$ cat src/rtl/fnd_scan_decoder.sv
// fnd_scan_decoder: receiver for a 4-digit multiplexed active-low 7-segment
// scan bus. Each settled digit pattern is decoded back to BCD, the four digits
// are reassembled into a 0..9999 value and every complete frame is reported.
//
// Ports:
//   i_clk, i_reset      clock, synchronous active-high reset
//   i_font[7:0]         segments, active-low, [7]=dp, [6:0]=g..a
//   i_digit[3:0]        digit select, active-low one-hot (1110 = ones)
//   o_value[13:0]       last good frame value
//   o_valid             pulse: good frame, o_value/o_blank updated
//   o_blank             level: last good frame was fully blank
//   o_error             pulse: frame completed with an undecodable pattern
//   o_timeout           pulse: no frame completed within FRAME_TIMEOUT cycles
//   o_dp[3:0]           (FND_SCAN_DP_EN only) decimal points, bit0 = ones
//
// Build option: define FND_SCAN_DP_EN to add o_dp and honour i_font[7].

module fnd_scan_decoder #(
    parameter int unsigned SETTLE_CYCLES = 4,
    parameter int unsigned FRAME_TIMEOUT = 1000000
) (
    input  logic        i_clk,
    input  logic        i_reset,
    input  logic [7:0]  i_font,
    input  logic [3:0]  i_digit,
    output logic [13:0] o_value,
    output logic        o_valid,
    output logic        o_blank,
    output logic        o_error,
    output logic        o_timeout
`ifdef FND_SCAN_DP_EN
    ,
    output logic [3:0]  o_dp
`endif
);

    localparam int unsigned SW = $clog2(SETTLE_CYCLES + 1);
    localparam int unsigned TW = $clog2(FRAME_TIMEOUT + 1);
    localparam logic [SW-1:0] SETTLE_MAX = SW'(SETTLE_CYCLES);
    localparam logic [TW-1:0] TMO_LAST = TW'(FRAME_TIMEOUT - 1);

    typedef enum logic [1:0] {
        ST_SYNC = 2'd0,
        ST_FILL = 2'd1,
        ST_DONE = 2'd2
    } state_t;

    state_t          state_q, state_d;
    logic [11:0]     bus_now;
    logic [11:0]     bus_q;
    logic [SW-1:0]   stab_q, stab_d;
    logic [TW-1:0]   tmo_q, tmo_d;
    logic [3:0][3:0] slot_q, slot_d;
    logic [3:0]      mask_q, mask_d;
    logic [3:0]      blank_q, blank_d;
    logic            bad_q, bad_d;
    logic [13:0]     value_q, value_d;
    logic            valid_q, valid_d;
    logic            oblank_q, oblank_d;
    logic            error_q, error_d;
    logic            tmo_out_q, tmo_out_d;

    logic            sel_ok;
    logic [1:0]      sel_idx;
    logic [3:0]      dec_bcd;
    logic            dec_blank;
    logic            dec_bad;
    logic            capture;
    logic            take;
    logic            frame_done;
    logic            tmo_hit;
    logic [3:0]      d_o, d_t, d_h, d_th;
    logic [13:0]     sum;

`ifdef FND_SCAN_DP_EN
    logic [3:0]      dp_slot_q, dp_slot_d;
    logic [3:0]      dp_q, dp_d;

    assign bus_now = {i_digit, i_font};
`else
    logic            unused_font7;

    // The dp line is not part of the decoded state in this build, so a
    // toggling dp must not even restart the settle window.
    assign bus_now      = {i_digit, 1'b0, i_font[6:0]};
    assign unused_font7 = i_font[7];
`endif

    always_comb begin
        sel_ok  = 1'b1;
        sel_idx = 2'd0;
        case (i_digit)
            4'b1110: sel_idx = 2'd0;
            4'b1101: sel_idx = 2'd1;
            4'b1011: sel_idx = 2'd2;
            4'b0111: sel_idx = 2'd3;
            default: sel_ok  = 1'b0;
        endcase
    end

    always_comb begin
        dec_bcd   = 4'd0;
        dec_blank = 1'b0;
        dec_bad   = 1'b0;
        case (i_font[6:0])
            7'h40:   dec_bcd   = 4'd0;
            7'h79:   dec_bcd   = 4'd1;
            7'h24:   dec_bcd   = 4'd2;
            7'h30:   dec_bcd   = 4'd3;
            7'h19:   dec_bcd   = 4'd4;
            7'h12:   dec_bcd   = 4'd5;
            7'h02:   dec_bcd   = 4'd6;
            7'h78:   dec_bcd   = 4'd7;
            7'h00:   dec_bcd   = 4'd8;
            7'h10:   dec_bcd   = 4'd9;
            7'h7F:   dec_blank = 1'b1;
            default: dec_bad   = 1'b1;
        endcase
    end

    // Settle counter: restarts on any bus change, parks at SETTLE_MAX.
    always_comb begin
        stab_d = stab_q;
        if (!sel_ok || (bus_now != bus_q)) begin
            stab_d = '0;
        end else if (stab_q != SETTLE_MAX) begin
            stab_d = stab_q + 1'b1;
        end
    end

    // One capture per dwell: only on the transition into saturation.
    assign capture = (stab_d == SETTLE_MAX) && (stab_q != SETTLE_MAX);

    assign frame_done = (state_q == ST_FILL) && (mask_q == 4'hF);

    // A completing frame takes priority over an expiring timeout.
    assign tmo_hit = (state_q != ST_DONE) && (tmo_q == TMO_LAST) && !frame_done;

    assign take = capture && !tmo_hit &&
                  ((state_q != ST_SYNC) || (sel_idx == 2'd0));

    assign d_o  = blank_q[0] ? 4'd0 : slot_q[0];
    assign d_t  = blank_q[1] ? 4'd0 : slot_q[1];
    assign d_h  = blank_q[2] ? 4'd0 : slot_q[2];
    assign d_th = blank_q[3] ? 4'd0 : slot_q[3];

    assign sum = 14'(d_th) * 14'd1000 + 14'(d_h) * 14'd100 +
                 14'(d_t) * 14'd10 + 14'(d_o);

    always_comb begin
        state_d   = state_q;
        mask_d    = mask_q;
        slot_d    = slot_q;
        blank_d   = blank_q;
        bad_d     = bad_q;
        tmo_d     = tmo_q + 1'b1;
        value_d   = value_q;
        oblank_d  = oblank_q;
        valid_d   = 1'b0;
        error_d   = 1'b0;
        tmo_out_d = 1'b0;
`ifdef FND_SCAN_DP_EN
        dp_slot_d = dp_slot_q;
        dp_d      = dp_q;
`endif

        unique case (state_q)
            ST_SYNC: if (take) state_d = ST_FILL;
            ST_FILL: if (frame_done) state_d = ST_DONE;
            ST_DONE: state_d = ST_FILL;
            default: state_d = ST_SYNC;
        endcase

        if ((state_q == ST_DONE) || tmo_hit) begin
            tmo_d   = '0;
            mask_d  = 4'h0;
            blank_d = 4'h0;
            bad_d   = 1'b0;
        end

        if (tmo_hit) begin
            state_d   = ST_SYNC;
            tmo_out_d = 1'b1;
        end

        // Applied after the frame clear so a capture landing in DONE
        // already belongs to the next frame.
        if (take) begin
            slot_d[sel_idx]  = dec_bcd;
            mask_d[sel_idx]  = 1'b1;
            blank_d[sel_idx] = dec_blank;
            bad_d            = bad_d | dec_bad;
`ifdef FND_SCAN_DP_EN
            dp_slot_d[sel_idx] = ~i_font[7];
`endif
        end

        if (frame_done) begin
            if (bad_q) begin
                error_d = 1'b1;
            end else begin
                valid_d  = 1'b1;
                oblank_d = &blank_q;
                if (!(&blank_q)) begin
                    value_d = sum;
                end
`ifdef FND_SCAN_DP_EN
                dp_d = dp_slot_q;
`endif
            end
        end
    end

    always_ff @(posedge i_clk) begin
        if (i_reset) begin
            state_q   <= ST_SYNC;
            bus_q     <= '0;
            stab_q    <= '0;
            tmo_q     <= '0;
            slot_q    <= '0;
            mask_q    <= 4'h0;
            blank_q   <= 4'h0;
            bad_q     <= 1'b0;
            value_q   <= '0;
            valid_q   <= 1'b0;
            oblank_q  <= 1'b0;
            error_q   <= 1'b0;
            tmo_out_q <= 1'b0;
`ifdef FND_SCAN_DP_EN
            dp_slot_q <= 4'h0;
            dp_q      <= 4'h0;
`endif
        end else begin
            state_q   <= state_d;
            bus_q     <= bus_now;
            stab_q    <= stab_d;
            tmo_q     <= tmo_d;
            slot_q    <= slot_d;
            mask_q    <= mask_d;
            blank_q   <= blank_d;
            bad_q     <= bad_d;
            value_q   <= value_d;
            valid_q   <= valid_d;
            oblank_q  <= oblank_d;
            error_q   <= error_d;
            tmo_out_q <= tmo_out_d;
`ifdef FND_SCAN_DP_EN
            dp_slot_q <= dp_slot_d;
            dp_q      <= dp_d;
`endif
        end
    end

    assign o_value   = value_q;
    assign o_valid   = valid_q;
    assign o_blank   = oblank_q;
    assign o_error   = error_q;
    assign o_timeout = tmo_out_q;
`ifdef FND_SCAN_DP_EN
    assign o_dp      = dp_q;
`endif

endmodule

$ cat config.mk
export PLATFORM = sky130hd
export DESIGN_NAME = fnd_scan_decoder
export DESIGN_NICKNAME = d
export VERILOG_FILES = /design/src/rtl/fnd_scan_decoder.sv
export SDC_FILE = /design/constraint.sdc
export NUM_CORES = 1
export LEC_CHECK = 0
export ABC_CLOCK_PERIOD_IN_PS = 5100
export CAP_MARGIN = 20
export CELL_PAD_IN_SITES_DETAIL_PLACEMENT = 0
export CELL_PAD_IN_SITES_GLOBAL_PLACEMENT = 1
export CORE_ASPECT_RATIO = 0.8
export CORE_MARGIN = 2
export CORE_UTILIZATION = 40
export DETAILED_ROUTE_END_ITERATION = 6
export PLACE_DENSITY_LB_ADDON = 0.1
export SLEW_MARGIN = 0
export SYNTH_ARGS = -nofsm -noshare
export SYNTH_HDL_FRONTEND = slang
export SYNTH_SLANG_ARGS = --single-unit
export TNS_END_PERCENT = 1
$ cat constraint.sdc
create_clock -name i_clk -period 5.1 [get_ports i_clk]
set_input_delay 0.765 -clock i_clk [delete_from_list [all_inputs] [get_ports i_clk]]
set_output_delay 0.765 -clock i_clk [all_outputs]
set_load 0.02 [all_outputs]
==> results of run 1 <==
==> final cells by class <==
| cell class | instances | area [um^2] | share of cell area [%] |
|---|---|---|---|
| Clock inverter | 4 | 52.6 | 0.889 |
| Clock buffer | 12 | 267 | 4.51 |
| Tap cell | 175 | 219 | 3.70 |
| Timing Repair Buffer | 35 | 333 | 5.63 |
| Sequential cell | 79 | 1580 | 26.8 |
| Multi-Input combinational cell | 443 | 3370 | 57.0 |
| Inverter | 23 | 86.3 | 1.46 |
==> flip-flops by register name, summed over array words and instances (netlist names) <==
signal / count
tmo_q: 20
slot_q: 16
o_value: 14
bus_q: 11
blank_q: 4
mask_q: 4
stab_q: 3
state_q: 2
bad_q: 1
o_blank: 1
o_error: 1
o_timeout: 1
o_valid: 1
==> worst paths after layout <==
path                           startpoint                  endpoint  slack (ns)  depth (start not counted)
setup / recovery  slot_q[15]$_SDFFE_PP0P_  o_value[11]$_SDFFE_PP0P_        0.45                         20
hold / removal    o_value[9]$_SDFFE_PP0P_   o_value[9]$_SDFFE_PP0P_        0.45                          2
setup reg to reg  slot_q[15]$_SDFFE_PP0P_  o_value[11]$_SDFFE_PP0P_        0.45                         20
hold reg to reg   o_value[9]$_SDFFE_PP0P_   o_value[9]$_SDFFE_PP0P_        0.45                          2
==> metal layers <==
layer  part of all wire (%)  wire length, um
met3                    3.1              331
met4                    1.3              143
met1                     56             5890
met2                     40             4250
met5                      0                0
==> critical path: stages (launching register included) <==
cell     delay [ns]
dfxtp_2        0.36
nor2b_1        0.14
ha_1           0.35
xnor2_2        0.27
inv_1          0.14
fa_1           0.54
inv_1          0.04
ha_1           0.33
nor2b_1        0.15
o21ai_0        0.20
nand2_1        0.10
xnor2_1        0.13
ha_1           0.30
ha_1           0.30
ha_1           0.36
a21oi_1        0.20
nand2_1        0.08
o21ai_0        0.19
xnor2_1        0.18
nand2_1        0.08
a21oi_1        0.14
==> per-stage QoR <==
stage	area (um^2)	hold slack (ns)	power, mW
final	5910	0.454	1.37
after global routing	5910	0.474	1.42
after CTS	5900	0.456	1.39
after detailed placement	5580	0.448	0.705
after global placement	5580	0.441	0.704
after floorplan	5160	0.438	0.687
==> logic make-up (layout without fill, tap and decap cells) <==
logic type | Yosys count | after routing | share of synthesized area, %
AO/OA/AOI/OAI | 75 | 75 | 9.31
adder cells (fa/ha/maj) | 64 | 64 | 17.6
XOR/XNOR | 52 | 52 | 8.83
buffers and inverters | 47 | 74 | 4.15
flip-flops | 79 | 79 | 30.7
multiplexers | 20 | 20 | 3.90
AND/OR/NAND/NOR | 232 | 232 | 25.6
==> synth_stat cells (3+ instances only) <==
cell	n	share of area, %
ha_1	50	12
mux2i_1	19	3.7
xnor2_1	23	3.9
fa_1	14	5.4
clkbuf_1	13	0.95
nor3_1	10	0.97
nor3b_1	6	0.87
nand2b_1	21	2.5
xor2_1	29	4.9
buf_2	6	0.58
nor2_1	48	3.5
a21o_1	7	1.0
nand2_2	3	0.36
and2_1	6	0.73
nor4_1	5	0.61
nand2_1	40	2.9
nand3b_1	7	1.0
nand3_1	15	1.5
o21ai_0	12	1.2
a311oi_1	3	0.51
dfxtp_1	79	31
buf_6	4	0.87
and4_1	4	0.68
inv_1	23	1.7
nand4_1	11	1.3
a21oi_1	28	2.7
nor2b_1	33	4.0
and3_1	5	0.61
a211oi_1	3	0.44
==> what timing repair did <==
item / CTS / global route
setup endpoints to repair: 0 / 2
setup buffers: 0 / 0
gates resized for setup: 0 / 2
==> power groups by stage <==
| stage | clock network [mW] | registers, mW | logic (mW) |
|---|---|---|---|
| 5_1_grt | 0.721 | 0.628 | 0.0704 |
| 3_3_place_gp | 0 | 0.641 | 0.0627 |
| 2_1_floorplan | 0 | 0.641 | 0.0469 |
| 3_5_place_dp | 0 | 0.642 | 0.0639 |
| 4_1_cts | 0.698 | 0.628 | 0.0642 |
| 6_report | 0.675 | 0.628 | 0.0635 |
==> impl_metrics.yaml, run 1 <==
layout:
  layout_commonest_cell: "dfxtp_1"
  drive_gt1_share_pct: 6.54
  final_util_pct: 46.4
  area_delta_synth_final_pct: 14.6
  layout_common_cells: "dfxtp_1, ha_1, nor2_1"
  fillers: 1249
  antenna-diode-count: 0
  final_nets: 669
  stdcell_count: 771
timing:
  fin_crit_ns: 4.65
  tightest_slew_ns: 0.905
  tns_ns: 0
  rsz0062_at_grt: "false"
  fin_crit_sh_pct: 91.2
  max_freq_ghz: 0.215
  finalSetupViolations: 0
  finalHoldViolations: 0
  fin_worst_skew_ns: 0.0108
  maxSlewHeadroom_pct: 39.7
  fin_ws_ns: 0.448
  drv_slew: 0
clock_tree:
  clk_path_buf_depth: 2
  clock_latency_ns: 0.34
  holdBufCountCts: 0
  cts_root_buffer: "clkbuf_16"
  path_clk_slew_ns: 0.06
  cts_sinks: 79
  cts_tree: "done"
  cts_made_buffers: 9
  cts-htree-levels: 3
die:
  coreArea_um2: 12700
  rows: 37
  start_util_pct: 40.5
  io_pins: 32
  die_area_um2: 13800
  die_width_um: 131
  fp.dieH_um: 106
synth:
  synth_warnings: 0
  synthFlopType: "dfxtp_1"
  syn_area_um2: 5160
  yosysSeqAreaShare_pct: 30.7
  synth_edf_count: 0
  synth_nets: 647
  syn-instance-count: 569
  ys_seq_elements: 79
  ys_types: 61
  ys_async_sr_fraction_pct: 0
  syn_area_per_cell_um2: 9.07
power:
  p_int_mw: 1.07
  leakagePower_nw: 2.67
  p_per_area_nw_per_um2: 231
  vdd_ir_drop_max_v: 0.000172
  swShare_pct: 21.7
  pwr-share-clk_pct: 49.4
  seqPwrFrac_pct: 45.9
  p_comb_share_pct: 4.6
  p_switching_mw: 0.296
placement:
  gp_congestion: 0.788
  dp_slack_ns: 0.288
  dp_cells: 755
  dp_hpwl_um: 7960
  io_buffers: 30
grt:
  grt_pass1_wl_um: 17900
  busiest_layer: "met1"
  antenna_found_initial: 0
  grt_max_degree: 48
  overflow: 0
  track_usage_pct: 16.5
  grt_pass1_vias: 3663
  met2_usage_pct: 22.7
  grt_use_met3_pct: 4.26
  use_met1_pct: 24.8
detailed_routing:
  drtIter0Drc: 181
  remaining_drc_errors: 0
  ant_nets: 0
  vias_per_cell: 5.00
  routed_wl_um: 10600
  first_pass_iters: 6
  post_drt_wl_per_cell_um: 13.8
  num_vias: 3856
setup_path:
  arrival_ns: 4.92
  critPathKind: "reg -> reg"
  cp-end-kind: "flop"
  cp_data_required_time_ns: 5.37
  path_max_fanout: 7
  critPathLaunchType: "flop"
flow_run:
  maxCapViolations: 0
min_path:
  hold_path_class: "reg -> reg"
status:
  outcome: "completed"
No activity file was read; power rests on OpenSTA's default activity.
==> inputs of run 2 (changes only) <==
- CORE_MARGIN: 2 -> 1.5
- CTS_CLUSTER_DIAMETER: default -> 200
==> run 2 against run 1 <==
  * Wire length is essentially flat
  * Die area shrank 1.7%
  * Maximum frequency grew 0.87%
  * Highest routed layer unchanged
==> impl_metrics.yaml, run 2 (synthesis results as in run 1) <==
status:
  outcome: "completed"
placement:
  dp_hpwl_um: 8200
  io_buffers: 30
  gp_congestion: 0.739
power:
  p_per_area_nw_per_um2: 235
  vdd_ir_drop_max_v: 0.000180
  power_mw: 1.38
  leakagePower_nw: 2.65
setup_path:
  critPathLaunchType: "flop"
  arrival_ns: 4.81
  worst-r2r-setup-slack_ns: 0.49
  slowest_delay_ns: 0.54
  crit_slowest_cell: "fa_1"
  path_cells: "nand2b_1, ha_1, xnor2_2, inv_1, fa_1, inv_1, ha_1, nor2b_1, o21ai_0, nand2_1, xnor2_1, ha_1, ha_1, ha_1, a21oi_1, nand2_1, o2111ai_1, nand2_1, nand3_1, o211ai_1"
  critPathKind: "reg -> reg"
  cp-end-kind: "flop"
  path_max_fanout: 11
  cp_data_required_time_ns: 5.30
  cpMostUsedCell: "ha_1"
clock_tree:
  clock_latency_ns: 0.34
  cts_made_buffers: 9
  path_clk_slew_ns: 0.06
  postCtsSetupBuffers: 0
  cts-htree-levels: 3
  cts_root_buffer: "clkbuf_16"
  cts_tree: "done"
  clk_path_buf_depth: 2
  cts_sinks: 79
  holdBufCountCts: 0
timing:
  tightest_slew_ns: 0.789
  max_freq_ghz: 0.217
  drv_slew: 0
  finalHoldViolations: 0
  tns_ns: 0
  finalSetupViolations: 0
  maxSlewHeadroom_pct: 47.0
  fin_worst_skew_ns: 0.0100
  rsz0062_at_grt: "false"
  fin_crit_ns: 4.61
  fin_crit_sh_pct: 90.4
die:
  coreArea_um2: 12400
  rows: 36
  start_util_pct: 41.6
  die_area_um2: 13600
  die_width_um: 130
  fp.dieH_um: 105
  io_pins: 32
grt:
  track_usage_pct: 16.8
  overflow: 0
  grt_pass1_vias: 3725
  grt_max_degree: 42
  antenna_found_initial: 0
  grt_pass1_wl_um: 18300
detailed_routing:
  num_vias: 3836
  ant_nets: 0
  post_drt_wl_per_cell_um: 13.9
  routed_wl_um: 10600
  remaining_drc_errors: 0
  first_pass_iters: 4
  vias_per_cell: 5.01
  drtIter0Drc: 157
layout:
  drive_gt1_share_pct: 6.40
  layout_common_cells: "dfxtp_1, ha_1, nor2_1"
  largest_reg_flops: 20
  final_util_pct: 47.6
  layout_commonest_cell: "dfxtp_1"
  final_nets: 667
  area_delta_synth_final_pct: 14.3
  antenna-diode-count: 0
  regMostFlops: "tmo_q"
min_path:
  hold_path_class: "reg -> reg"
flow_run:
  maxCapViolations: 0
[run 2: changes by cell type in the layout (fill, tap and decap cells not counted), moves of 2 or more]
cell        before  now
clkinv_4         2    0
clkbuf_8         3    0
inv_6            0    2
clkinvlp_4       0    2
buf_4            5    3
[run 2: path summary, 6_finish.rpt]
check,start,endpoint,depth (start not counted)
worst max-delay path,blank_q[3]$_SDFF_PP0_,o_value[13]$_SDFFE_PP0P_,20
worst max register to register,blank_q[3]$_SDFF_PP0_,o_value[13]$_SDFFE_PP0P_,20
worst min register to register,o_value[3]$_SDFFE_PP0P_,o_value[3]$_SDFFE_PP0P_,2
worst min-delay path,o_value[3]$_SDFFE_PP0P_,o_value[3]$_SDFFE_PP0P_,2
[run 2: metrics by stage]
step / worst slack (ns) / instance area (um^2) / hold slack [ns] / cells
final: 0.488 / 5900 / 0.452 / 765
after detailed placement: 0.317 / 5560 / 0.448 / 749
after floorplan: 0.627 / 5160 / 0.438 / 569
after global routing: 0.00728 / 5900 / 0.478 / 765
after global placement: 0.341 / 5560 / 0.444 / 749
after CTS: 0.300 / 5880 / 0.458 / 765
[run 2: worst max-delay path: cells and delay by family, from the launching register on]
family / cells / cell delay, ns
flops: 1 / 0.37
simple gates: 6 / 0.68
fa+ha+maj: 6 / 2.17
compound gates: 4 / 0.70
buf+inv: 2 / 0.17
xor+xnor: 2 / 0.36
[run 2: power breakdown]
part | internal (mW) | total, mW | switching, mW | leakage, nW
Sequential | 0.624 | 0.628 | 0.00403 | 0.641
Combinational | 0.0264 | 0.0621 | 0.0357 | 1.86
Clock | 0.432 | 0.694 | 0.262 | 0.150
[run 2: routing by layer]
metal | GRT usage (%) | vias up | wire [um]
met4 | 3.81 | 0 | 93
met3 | 3.33 | 9 | 290
met1 | 25.5 | 1770 | 5870
met5 | 0 | - | 0
met2 | 24.1 | 52 | 4360
li1 | - | 2005 | -
[run 2: timing repair]
item | 4_1_cts | 5_1_grt
resized for setup | 0 | 4
hold endpoints to repair | 0 | 0
setup endpoints to repair | 0 | 2
[run 2: layout make-up]
type / instances / area (um^2)
Multi-Input combinational cell: 443 / 3370
Tap cell: 171 / 214
Inverter: 23 / 86.3
Fill cell: 1215 / 6490
Sequential cell: 79 / 1580
Timing Repair Buffer: 33 / 318
Clock inverter: 6 / 92.6
Clock buffer: 10 / 229
==> inputs of run 3 (changes only) <==
- CELL_PAD_IN_SITES_DETAIL_PLACEMENT: 0 -> 1
==> run 3 against run 2 <==
  * Sequential power barely moved
  * Clock power about the same
  * Cell count is 0.26% lower
  * First-iteration DRC count rose by 31%
  * Critical endpoint is now o_value[11]$_SDFFE_PP0P_
  * Critical path type unchanged
  * Worst setup slack worse by 0.078 ns
  * Non-clock buffer count unchanged
  * Sequential share of layout area hardly changed
  * Combinational power up 1%
  * Largest power group unchanged
==> impl_metrics.yaml, run 3 (synthesis results as in run 1) <==
setup_path:
  slowest_delay_ns: 0.55
  reg2reg_depth: 20
  critPathKind: "reg -> reg"
  cp_data_required_time_ns: 5.37
  rr_startpoint: "slot_q[15]$_SDFFE_PP0P_"
  cp-end-kind: "flop"
  r2r-end: "o_value[11]$_SDFFE_PP0P_"
  path_cells: "nor2b_1, ha_1, xnor2_2, inv_1, fa_1, inv_1, ha_1, nor2b_1, o21ai_1, nand2_1, xnor2_1, ha_1, ha_1, ha_1, a21oi_1, nand2_1, o21ai_0, xnor2_1, nand2_1, a21oi_1"
  path_max_fanout: 7
  cp_top_family: "adder cells"
  arrival_ns: 4.96
  critPathLaunchType: "flop"
  cpMostUsedCell: "ha_1"
  worst-r2r-setup-slack_ns: 0.41
  crit_slowest_cell: "fa_1"
  cp.buffers_inverters: 2
die:
  die_area_um2: 13600
  rows: 36
  io_pins: 32
  die_width_um: 130
  start_util_pct: 41.6
  coreArea_um2: 12400
  fp.dieH_um: 105
timing:
  finalHoldViolations: 0
  max_freq_ghz: 0.213
  fin_crit_ns: 4.69
  finalSetupViolations: 0
  fin_crit_sh_pct: 92.0
  rsz0062_at_grt: "false"
  maxSlewHeadroom_pct: 45.8
  fin_worst_skew_ns: 0.00537
  holdWs_ns: 0.451
  tightest_slew_ns: 0.807
  drv_slew: 0
  fin_ws_ns: 0.410
  tns_ns: 0
grt:
  grt_pass1_wl_um: 20300
  antenna_found_initial: 0
  track_usage_pct: 18.8
  grt_max_degree: 42
  grt_pass1_vias: 4121
  overflow: 0
clock_tree:
  ctsResizeCount: 0
  cts_sinks: 79
  cts-htree-levels: 3
  cts_root_buffer: "clkbuf_16"
  clock_latency_ns: 0.34
  holdBufCountCts: 0
  cts_tree: "done"
  postCtsSetupBuffers: 0
  path_clk_slew_ns: 0.06
  clk_path_buf_depth: 2
  cts_made_buffers: 9
power:
  leakagePower_nw: 2.66
  vdd_ir_drop_max_v: 0.000158
  p_per_area_nw_per_um2: 235
placement:
  dp_cells: 749
  dp_slack_ns: 0.215
  gp_congestion: 0.739
  io_buffers: 30
  dp_hpwl_um: 9110
layout:
  largest_reg_flops: 20
  stdcell_count: 763
  final_util_pct: 47.6
  drive_gt1_share_pct: 6.08
  antenna-diode-count: 0
  final_nets: 667
  layout_common_cells: "dfxtp_1, ha_1, nor2_1"
  layout_commonest_cell: "dfxtp_1"
  fillers: 1410
  regMostFlops: "tmo_q"
  area_delta_synth_final_pct: 14.3
detailed_routing:
  num_vias: 3932
  post_drt_wl_per_cell_um: 15.4
  ant_nets: 0
  drtIter0Drc: 205
  routed_wl_um: 11800
  vias_per_cell: 5.15
  first_pass_iters: 4
  remaining_drc_errors: 0
flow_run:
  maxCapViolations: 0
min_path:
  hold_depth: 2
  hold_path_class: "reg -> reg"
  whs_endpoint: "o_value[1]$_SDFFE_PP0P_"
  worstHoldStart: "o_value[1]$_SDFFE_PP0P_"
status:
  outcome: "completed"
-- run 3: worst max-delay path by stage --
stage / start / endpoint / slack (ns) / cells past startpoint
finish: slot_q[15]$_SDFFE_PP0P_ / o_value[11]$_SDFFE_PP0P_ / 0.41 / 20
global placement: blank_q[3]$_SDFF_PP0_ / o_value[11]$_SDFFE_PP0P_ / 0.34 / 20
CTS: blank_q[3]$_SDFF_PP0_ / o_value[11]$_SDFFE_PP0P_ / 0.18 / 20
global route: slot_q[15]$_SDFFE_PP0P_ / o_value[11]$_SDFFE_PP0P_ / 0.005 / 20
floorplan: blank_q[3]$_SDFF_PP0_ / o_value[11]$_SDFFE_PP0P_ / 0.63 / 21
detailed placement: blank_q[3]$_SDFF_PP0_ / o_value[11]$_SDFFE_PP0P_ / 0.21 / 20
-- run 3: cell type report --
| type | count | area (um^2) | share of cell area (%) |
|---|---|---|---|
| clock buffer | 11 | 253 | 4.29 |
| clock inverter | 3 | 67.6 | 1.15 |
| inverter | 23 | 86.3 | 1.46 |
| multi-input combinational | 443 | 3370 | 57.2 |
| sequential | 79 | 1580 | 26.9 |
| tap | 171 | 214 | 3.63 |
| timing repair buffer | 33 | 318 | 5.39 |
-- run 3: layer usage --
layer	global-route usage, %	part of all wire [%]	vias to the layer above
met5	0	0	-
met4	4.44	0.90	0
met3	4.45	3.2	9
met2	29.3	45	49
met1	26.3	51	1875
li1	-	-	1999
-- run 3: power breakdown --
group / internal, mW / switching, mW
clock network: 0.450 / 0.247
logic: 0.0264 / 0.0364
registers: 0.624 / 0.00408
-- run 3: stage by stage --
| step | power, mW | instance area, um^2 |
|---|---|---|
| after floorplan | 0.687 | 5160 |
| after global placement | 0.703 | 5560 |
| after detailed placement | 0.705 | 5560 |
| after CTS | 1.41 | 5880 |
| after global routing | 1.44 | 5890 |
| final | 1.39 | 5890 |
-- run 3: worst reg2reg max path: stages, from the launching register on --
cell and delay [ns]:
dfxtp_1 0.45, nor2b_1 0.18, ha_1 0.29, xnor2_2 0.26, inv_1 0.13, fa_1 0.55, inv_1 0.05, ha_1 0.34
nor2b_1 0.15, o21ai_1 0.17, nand2_1 0.10, xnor2_1 0.13, ha_1 0.31, ha_1 0.30, ha_1 0.35, a21oi_1 0.20
nand2_1 0.09, o21ai_0 0.20, xnor2_1 0.14, nand2_1 0.07, a21oi_1 0.15
